`src/rtl/exp7_arbitro_som.sv`:
```
`default_nettype none
// ============================================================================
// Module      : exp7_arbitro_som
// Description : Fixed-priority (fim > jog > mem) buzzer/LED arbiter with timed
//               tone, pause, cancel and one-entry pending queue per requester.
// Revision    : 1.0 - initial release
// ============================================================================
module exp7_arbitro_som #(
  parameter int DURACAO   = 500,
  parameter int INTERVALO = 100
) (
  input  logic       clock,
  input  logic       reset,
  input  logic       req_mem,
  input  logic [3:0] cod_mem,
  input  logic       req_jog,
  input  logic [3:0] cod_jog,
  input  logic       req_fim,
  input  logic [3:0] cod_fim,
  input  logic       pausa,
  input  logic       cancelar,
  output logic [2:0] grant,
  output logic       som_ativo,
  output logic [3:0] codigo_som,
  output logic [3:0] leds,
  output logic       fim_mem,
  output logic       fim_jog,
  output logic       fim_fim,
  output logic       ocupado,
  output logic       db_descartado,
  output logic [1:0] db_estado
);

  localparam logic [15:0] c_dur_ultimo = 16'(DURACAO - 1);
  localparam logic [15:0] c_int_ultimo = 16'(INTERVALO - 1);

  typedef enum logic [1:0] {
    ST_OCIOSO    = 2'd0,
    ST_TOCANDO   = 2'd1,
    ST_INTERVALO = 2'd2
  } estado_t;

  estado_t     r_estado,    w_estado_n;
  logic [15:0] r_cnt,       w_cnt_n;
  logic [2:0]  r_pend,      w_pend_n;
  logic [3:0]  r_cod_mem,   w_cod_mem_n;
  logic [3:0]  r_cod_jog,   w_cod_jog_n;
  logic [3:0]  r_cod_fim,   w_cod_fim_n;
  logic [2:0]  r_dono,      w_dono_n;
  logic [3:0]  r_cod_ativo, w_cod_ativo_n;
  logic        r_descartado, w_descartado_n;

  logic [2:0]  w_req;
  logic [2:0]  w_novo;
  logic [2:0]  w_pend_ef;
  logic [2:0]  w_sel;
  logic [3:0]  w_cod_sel;
  logic        w_arbitrar;

  // Requests arriving this cycle take part in any arbitration on the same edge.
  assign w_req     = {req_fim, req_jog, req_mem};
  assign w_novo    = w_req & ~r_pend;
  assign w_pend_ef = r_pend | w_req;

  always_comb begin
    w_sel     = 3'b000;
    w_cod_sel = 4'd0;
    if (w_pend_ef[2]) begin
      w_sel     = 3'b100;
      w_cod_sel = r_pend[2] ? r_cod_fim : cod_fim;
    end else if (w_pend_ef[1]) begin
      w_sel     = 3'b010;
      w_cod_sel = r_pend[1] ? r_cod_jog : cod_jog;
    end else if (w_pend_ef[0]) begin
      w_sel     = 3'b001;
      w_cod_sel = r_pend[0] ? r_cod_mem : cod_mem;
    end
  end

  always_comb begin
    w_estado_n     = r_estado;
    w_cnt_n        = r_cnt;
    w_pend_n       = r_pend | w_novo;
    w_cod_mem_n    = w_novo[0] ? cod_mem : r_cod_mem;
    w_cod_jog_n    = w_novo[1] ? cod_jog : r_cod_jog;
    w_cod_fim_n    = w_novo[2] ? cod_fim : r_cod_fim;
    w_dono_n       = r_dono;
    w_cod_ativo_n  = r_cod_ativo;
    w_descartado_n = |(w_req & r_pend);
    w_arbitrar     = 1'b0;

    case (r_estado)
      ST_OCIOSO: begin
        w_cnt_n    = 16'd0;
        w_arbitrar = |w_pend_ef;
      end
      ST_TOCANDO: begin
        if (!pausa) begin
          if (r_cnt == c_dur_ultimo) begin
            w_estado_n = ST_INTERVALO;
            w_cnt_n    = 16'd0;
          end else begin
            w_cnt_n = r_cnt + 16'd1;
          end
        end
      end
      ST_INTERVALO: begin
        if (r_cnt == c_int_ultimo) begin
          w_cnt_n    = 16'd0;
          w_arbitrar = |w_pend_ef;
          if (!(|w_pend_ef)) begin
            w_estado_n = ST_OCIOSO;
          end
        end else begin
          w_cnt_n = r_cnt + 16'd1;
        end
      end
      default: begin
        w_estado_n = ST_OCIOSO;
        w_cnt_n    = 16'd0;
      end
    endcase

    if (w_arbitrar) begin
      w_estado_n    = ST_TOCANDO;
      w_dono_n      = w_sel;
      w_cod_ativo_n = w_cod_sel;
      w_pend_n      = w_pend_n & ~w_sel;
    end

    // Cancel wins over everything except reset; same-cycle requests vanish silently.
    if (cancelar) begin
      w_estado_n     = ST_OCIOSO;
      w_cnt_n        = 16'd0;
      w_pend_n       = 3'b000;
      w_cod_mem_n    = r_cod_mem;
      w_cod_jog_n    = r_cod_jog;
      w_cod_fim_n    = r_cod_fim;
      w_descartado_n = 1'b0;
    end
  end

  always_ff @(posedge clock) begin
    if (reset) begin
      r_estado     <= ST_OCIOSO;
      r_cnt        <= 16'd0;
      r_pend       <= 3'b000;
      r_cod_mem    <= 4'd0;
      r_cod_jog    <= 4'd0;
      r_cod_fim    <= 4'd0;
      r_dono       <= 3'b000;
      r_cod_ativo  <= 4'd0;
      r_descartado <= 1'b0;
    end else begin
      r_estado     <= w_estado_n;
      r_cnt        <= w_cnt_n;
      r_pend       <= w_pend_n;
      r_cod_mem    <= w_cod_mem_n;
      r_cod_jog    <= w_cod_jog_n;
      r_cod_fim    <= w_cod_fim_n;
      r_dono       <= w_dono_n;
      r_cod_ativo  <= w_cod_ativo_n;
      r_descartado <= w_descartado_n;
    end
  end

  assign grant         = (r_estado == ST_TOCANDO) ? r_dono : 3'b000;
  assign som_ativo     = (r_estado == ST_TOCANDO) && !pausa;
  assign codigo_som    = som_ativo ? r_cod_ativo : 4'd0;
  assign leds          = codigo_som;
  assign fim_mem       = (r_estado == ST_INTERVALO) && (r_cnt == 16'd0) && r_dono[0];
  assign fim_jog       = (r_estado == ST_INTERVALO) && (r_cnt == 16'd0) && r_dono[1];
  assign fim_fim       = (r_estado == ST_INTERVALO) && (r_cnt == 16'd0) && r_dono[2];
  assign ocupado       = (r_estado != ST_OCIOSO) || (|r_pend);
  assign db_descartado = r_descartado;
  assign db_estado     = r_estado;

endmodule
`default_nettype wire

```
`config.mk`:
```
export PLATFORM = sky130hd
export DESIGN_NAME = exp7_arbitro_som
export DESIGN_NICKNAME = d
export VERILOG_FILES = /design/src/rtl/exp7_arbitro_som.sv
export SDC_FILE = /design/constraint.sdc
export NUM_CORES = 1
export LEC_CHECK = 0
export ABC_AREA = 1
export BUFFER_PORTS_ARGS = -buffer_cell sky130_fd_sc_hd__buf_4
export CAP_MARGIN = 20
export CELL_PAD_IN_SITES_DETAIL_PLACEMENT = 0
export CELL_PAD_IN_SITES_GLOBAL_PLACEMENT = 1
export CORE_AREA = 2 2 119 86
export CTS_BUF_LIST = sky130_fd_sc_hd__clkbuf_2
export CTS_CLUSTER_DIAMETER = 100
export CTS_CLUSTER_SIZE = 12
export DETAILED_ROUTE_END_ITERATION = 8
export DIE_AREA = 0 0 121 88
export HOLD_SLACK_MARGIN = 0.15
export PLACE_DENSITY = 0.49
export SLEW_MARGIN = 10
export SYNTH_ARGS = -nofsm -noshare
export SYNTH_HDL_FRONTEND = slang
export SYNTH_SLANG_ARGS = --single-unit
```
`constraint.sdc`:
```
create_clock -name clock -period 2 [get_ports clock]
set_input_delay 0.4 -clock clock [delete_from_list [all_inputs] [get_ports clock]]
set_output_delay 0.4 -clock clock [all_outputs]
set_load 0.01 [all_outputs]
```
==> results.toml <==
[grt]
overflow = 0
grt_pass1_wl_um = 11050
grt_pass1_vias = 2147
gr-usage-all-layers = 0.1342
grt_max_degree = 14
antenna_found_initial = 0

[logic_synthesis]
yosys_warnings = 0
yosys.area_share.simple = 0.3509
syn_avg_cell_area_um2 = 6.889
yosysTopAreaCellShare = 0.3525
synth_area_mm2 = 0.002328
synth_top_family_by_area = "simple AND/OR/NAND/NOR gates"
ys.flop_type = "dfxtp_1"
synth_compound_area_frac = 0.1316
synthTopCellsByArea = "dfxtp_1 35%, nand2_1 13%, inv_1 6.6%"
syn_nets = 362
synth_xor_area_frac = 0.02633
synth_seq_cells = 41
synthArstFlopShare = 0
yosysSeqAreaShare = 0.3525
synth_edf_count = 0
synthMuxAreaShare = 0
ys_types = 36
synth.most_common_cell = "nand2_1"
synth_fa_ha_area_frac = 0.02687
synthTopCellsByCount = "79 x nand2_1, 41 x dfxtp_1, 41 x inv_1, 41 x nor2_1, 22 x a21oi_1"
synthCells = 338
synth_top_cell_by_area = "dfxtp_1"

[drt]
drt_iter0_drc = 170
num_vias = 2230
drc = 0
ant_nets = 0
dr.pass1.iters = 4
avgViaCountPerCell = 4.272
wl_per_cell_um = 12.94
routed_wirelength_um = 6756

[die]
die-width_um = 121
start_util = 0.2452
die_y_um = 88
die-area_mm2 = 0.01065
rows = 30
ioPinCount = 38
core_region_area_mm2 = 0.009497

[clock_network]
cts_tree = "yes"
clock_latency_ns = 0.45
cts.reportedPaths.clkPinSlew_ns = 0.27
clk_path_buf_depth = 2
cts_root_buf = "clkbuf_2"
cts_sinks = 41
cts_buffers = 5
ctsHtreeMaxLevel = 2

[timing]
tightest_slew_ns = 0.5334
hold_viol_final = 0
worst_slack_ns = -0.09046
fmax_mhz = 478.4
min_period_ns = 2.090
finClkSkew_ns = 0.04908
tns_ns = -0.2215
rsz0062_at_grt = "true"
worst_hold_slack_ns = 0.2180
maxSlewHeadroom = 0.6431
setup_violations = 3
period_share = 1.045
maxSlewViolCount = 0

[worst_hold_path]
hp-class = "input port to flop"

[placed_design]
place_congestion = 0.7683
portBuffers = 37
place_hpwl_um = 5128
placed_area_mm2 = 0.002745
dp_slack_ns = 0.1756

[power_and_ir_drop]
vdd_drop_max_uv = 153.7
leakagePower_uw = 0.001269
power_density_mw_per_mm2 = 509.2

[worst_setup_path]
crit_required_ns = 1.60
cp_max_fo = 3
critPathKind = "flop to output port"
worstSetupEndpointType = "output port"
arrival_ns = 1.69
start_kind = "flop"

[run]
max_cap_violations = 0

[finish]
areaGrowthSynthToFinish_pct = 29.77
drive_gt1_frac = 0.3046
multi_input_area_mm2 = 0.001345
diodes = 0
regArea_um2 = 837.1
fill_cells = 1059
final_area_mm2 = 0.003022
utilization = 0.3182
final_net_count = 417

[outcome]
violations = "setup timing"
status = "finished with violations"
[layer usage]
layer	part of all wire	vias up	wire length, µm	track usage
li1	-	1187	-	-
met1	0.59	998	3957	0.2097
met2	0.37	37	2472	0.1772
met3	0.037	8	252	0.03190
met4	0.011	0	74	0.03805
met5	0	-	0	0
[flip-flops by register name (all words and copies together), names as in the netlist]
name	flops
r_cnt	16
r_pend	3
r_cod_jog	4
r_cod_mem	4
r_cod_ativo	4
db_descartado	1
r_cod_fim	4
db_estado	2
r_dono	3
[final cells by class]
cell class | count | share of cell area
tap | 128 | 0.05300
clock buffer | 5 | 0.008282
multi-input combinational | 242 | 0.4451
timing repair buffer | 60 | 0.1549
clock inverter | 3 | 0.005797
inverter | 43 | 0.05590
sequential | 41 | 0.2770
[power breakdown]
part	internal, µW	switching (µW)
clock	81.5	318
combinational	113	162
sequential	846	17.7
[cells in the final DEF (no fill, tap or decap), types with 2 or more instances in the layout]
cell type / n
a21oi_1: 22
a21oi_2: 2
a22oi_1: 8
buf_4: 55
buf_6: 4
clkbuf_2: 5
clkinv_2: 2
dfxtp_1: 34
dfxtp_2: 4
dfxtp_4: 3
ha_1: 2
ha_4: 3
inv_1: 36
inv_2: 3
inv_4: 3
nand2_1: 78
nand2_2: 4
nand2_4: 2
nand3_1: 21
nand3b_1: 2
nand4_1: 4
nor2_1: 34
nor2_2: 15
nor2_4: 9
nor3_1: 3
o21ai_0: 10
o21ai_1: 6
xnor2_1: 4
xor2_1: 3
[final timing paths]
| path | from | to | slack, ns | cells past startpoint |
|---|---|---|---|---|
| max reg2reg | db_estado[0]$_SDFFE_PP0P_ | r_cnt[9]$_SDFFE_PP0P_ | 0.20 | 12 |
| max | db_estado[0]$_SDFFE_PP0P_ | fim_jog | -0.09 | 7 |
| min | cod_mem[2] | r_cod_mem[2]$_SDFFE_PP0P_ | 0.22 | 3 |
| min reg2reg | r_cod_mem[1]$_SDFFE_PP0P_ | r_cod_mem[1]$_SDFFE_PP0P_ | 0.47 | 2 |
[per-stage QoR]
step	cells	total power, µW
3_3_place_gp	501	1133
3_5_place_dp	501	1129
5_1_grt	522	1630
6_report	522	1539
2_1_floorplan	338	1031
4_1_cts	520	1559
[cell families (layout without fill, tap and decap cells)]
logic type,Yosys count,in the layout
AO/OA/AOI/OAI,53,53
XOR/XNOR,7,7
adder cells (fa/ha/maj),5,5
buffers and inverters,55,111
flip-flops,41,41
AND/OR/NAND/NOR,177,177
[critical path, cell delays in order, from the launching register on]
cell     delay (ns)
dfxtp_4        0.41
inv_4          0.06
ha_4           0.13
nand2_2        0.05
nor3_2         0.09
nand4_1        0.21
nor2_1         0.18
buf_4          0.14
[repair_timing]
| item | 4_1_cts | 5_1_grt |
|---|---|---|
| setup buffers | 10 | 2 |
| hold buffers | 1 | 0 |
| pin swaps | 6 | 8 |
| resized for setup | 23 | 20 |
| setup endpoints to repair | 14 | 16 |
| hold endpoints to repair | 1 | 0 |
Power figures use the tool's default switching activity.
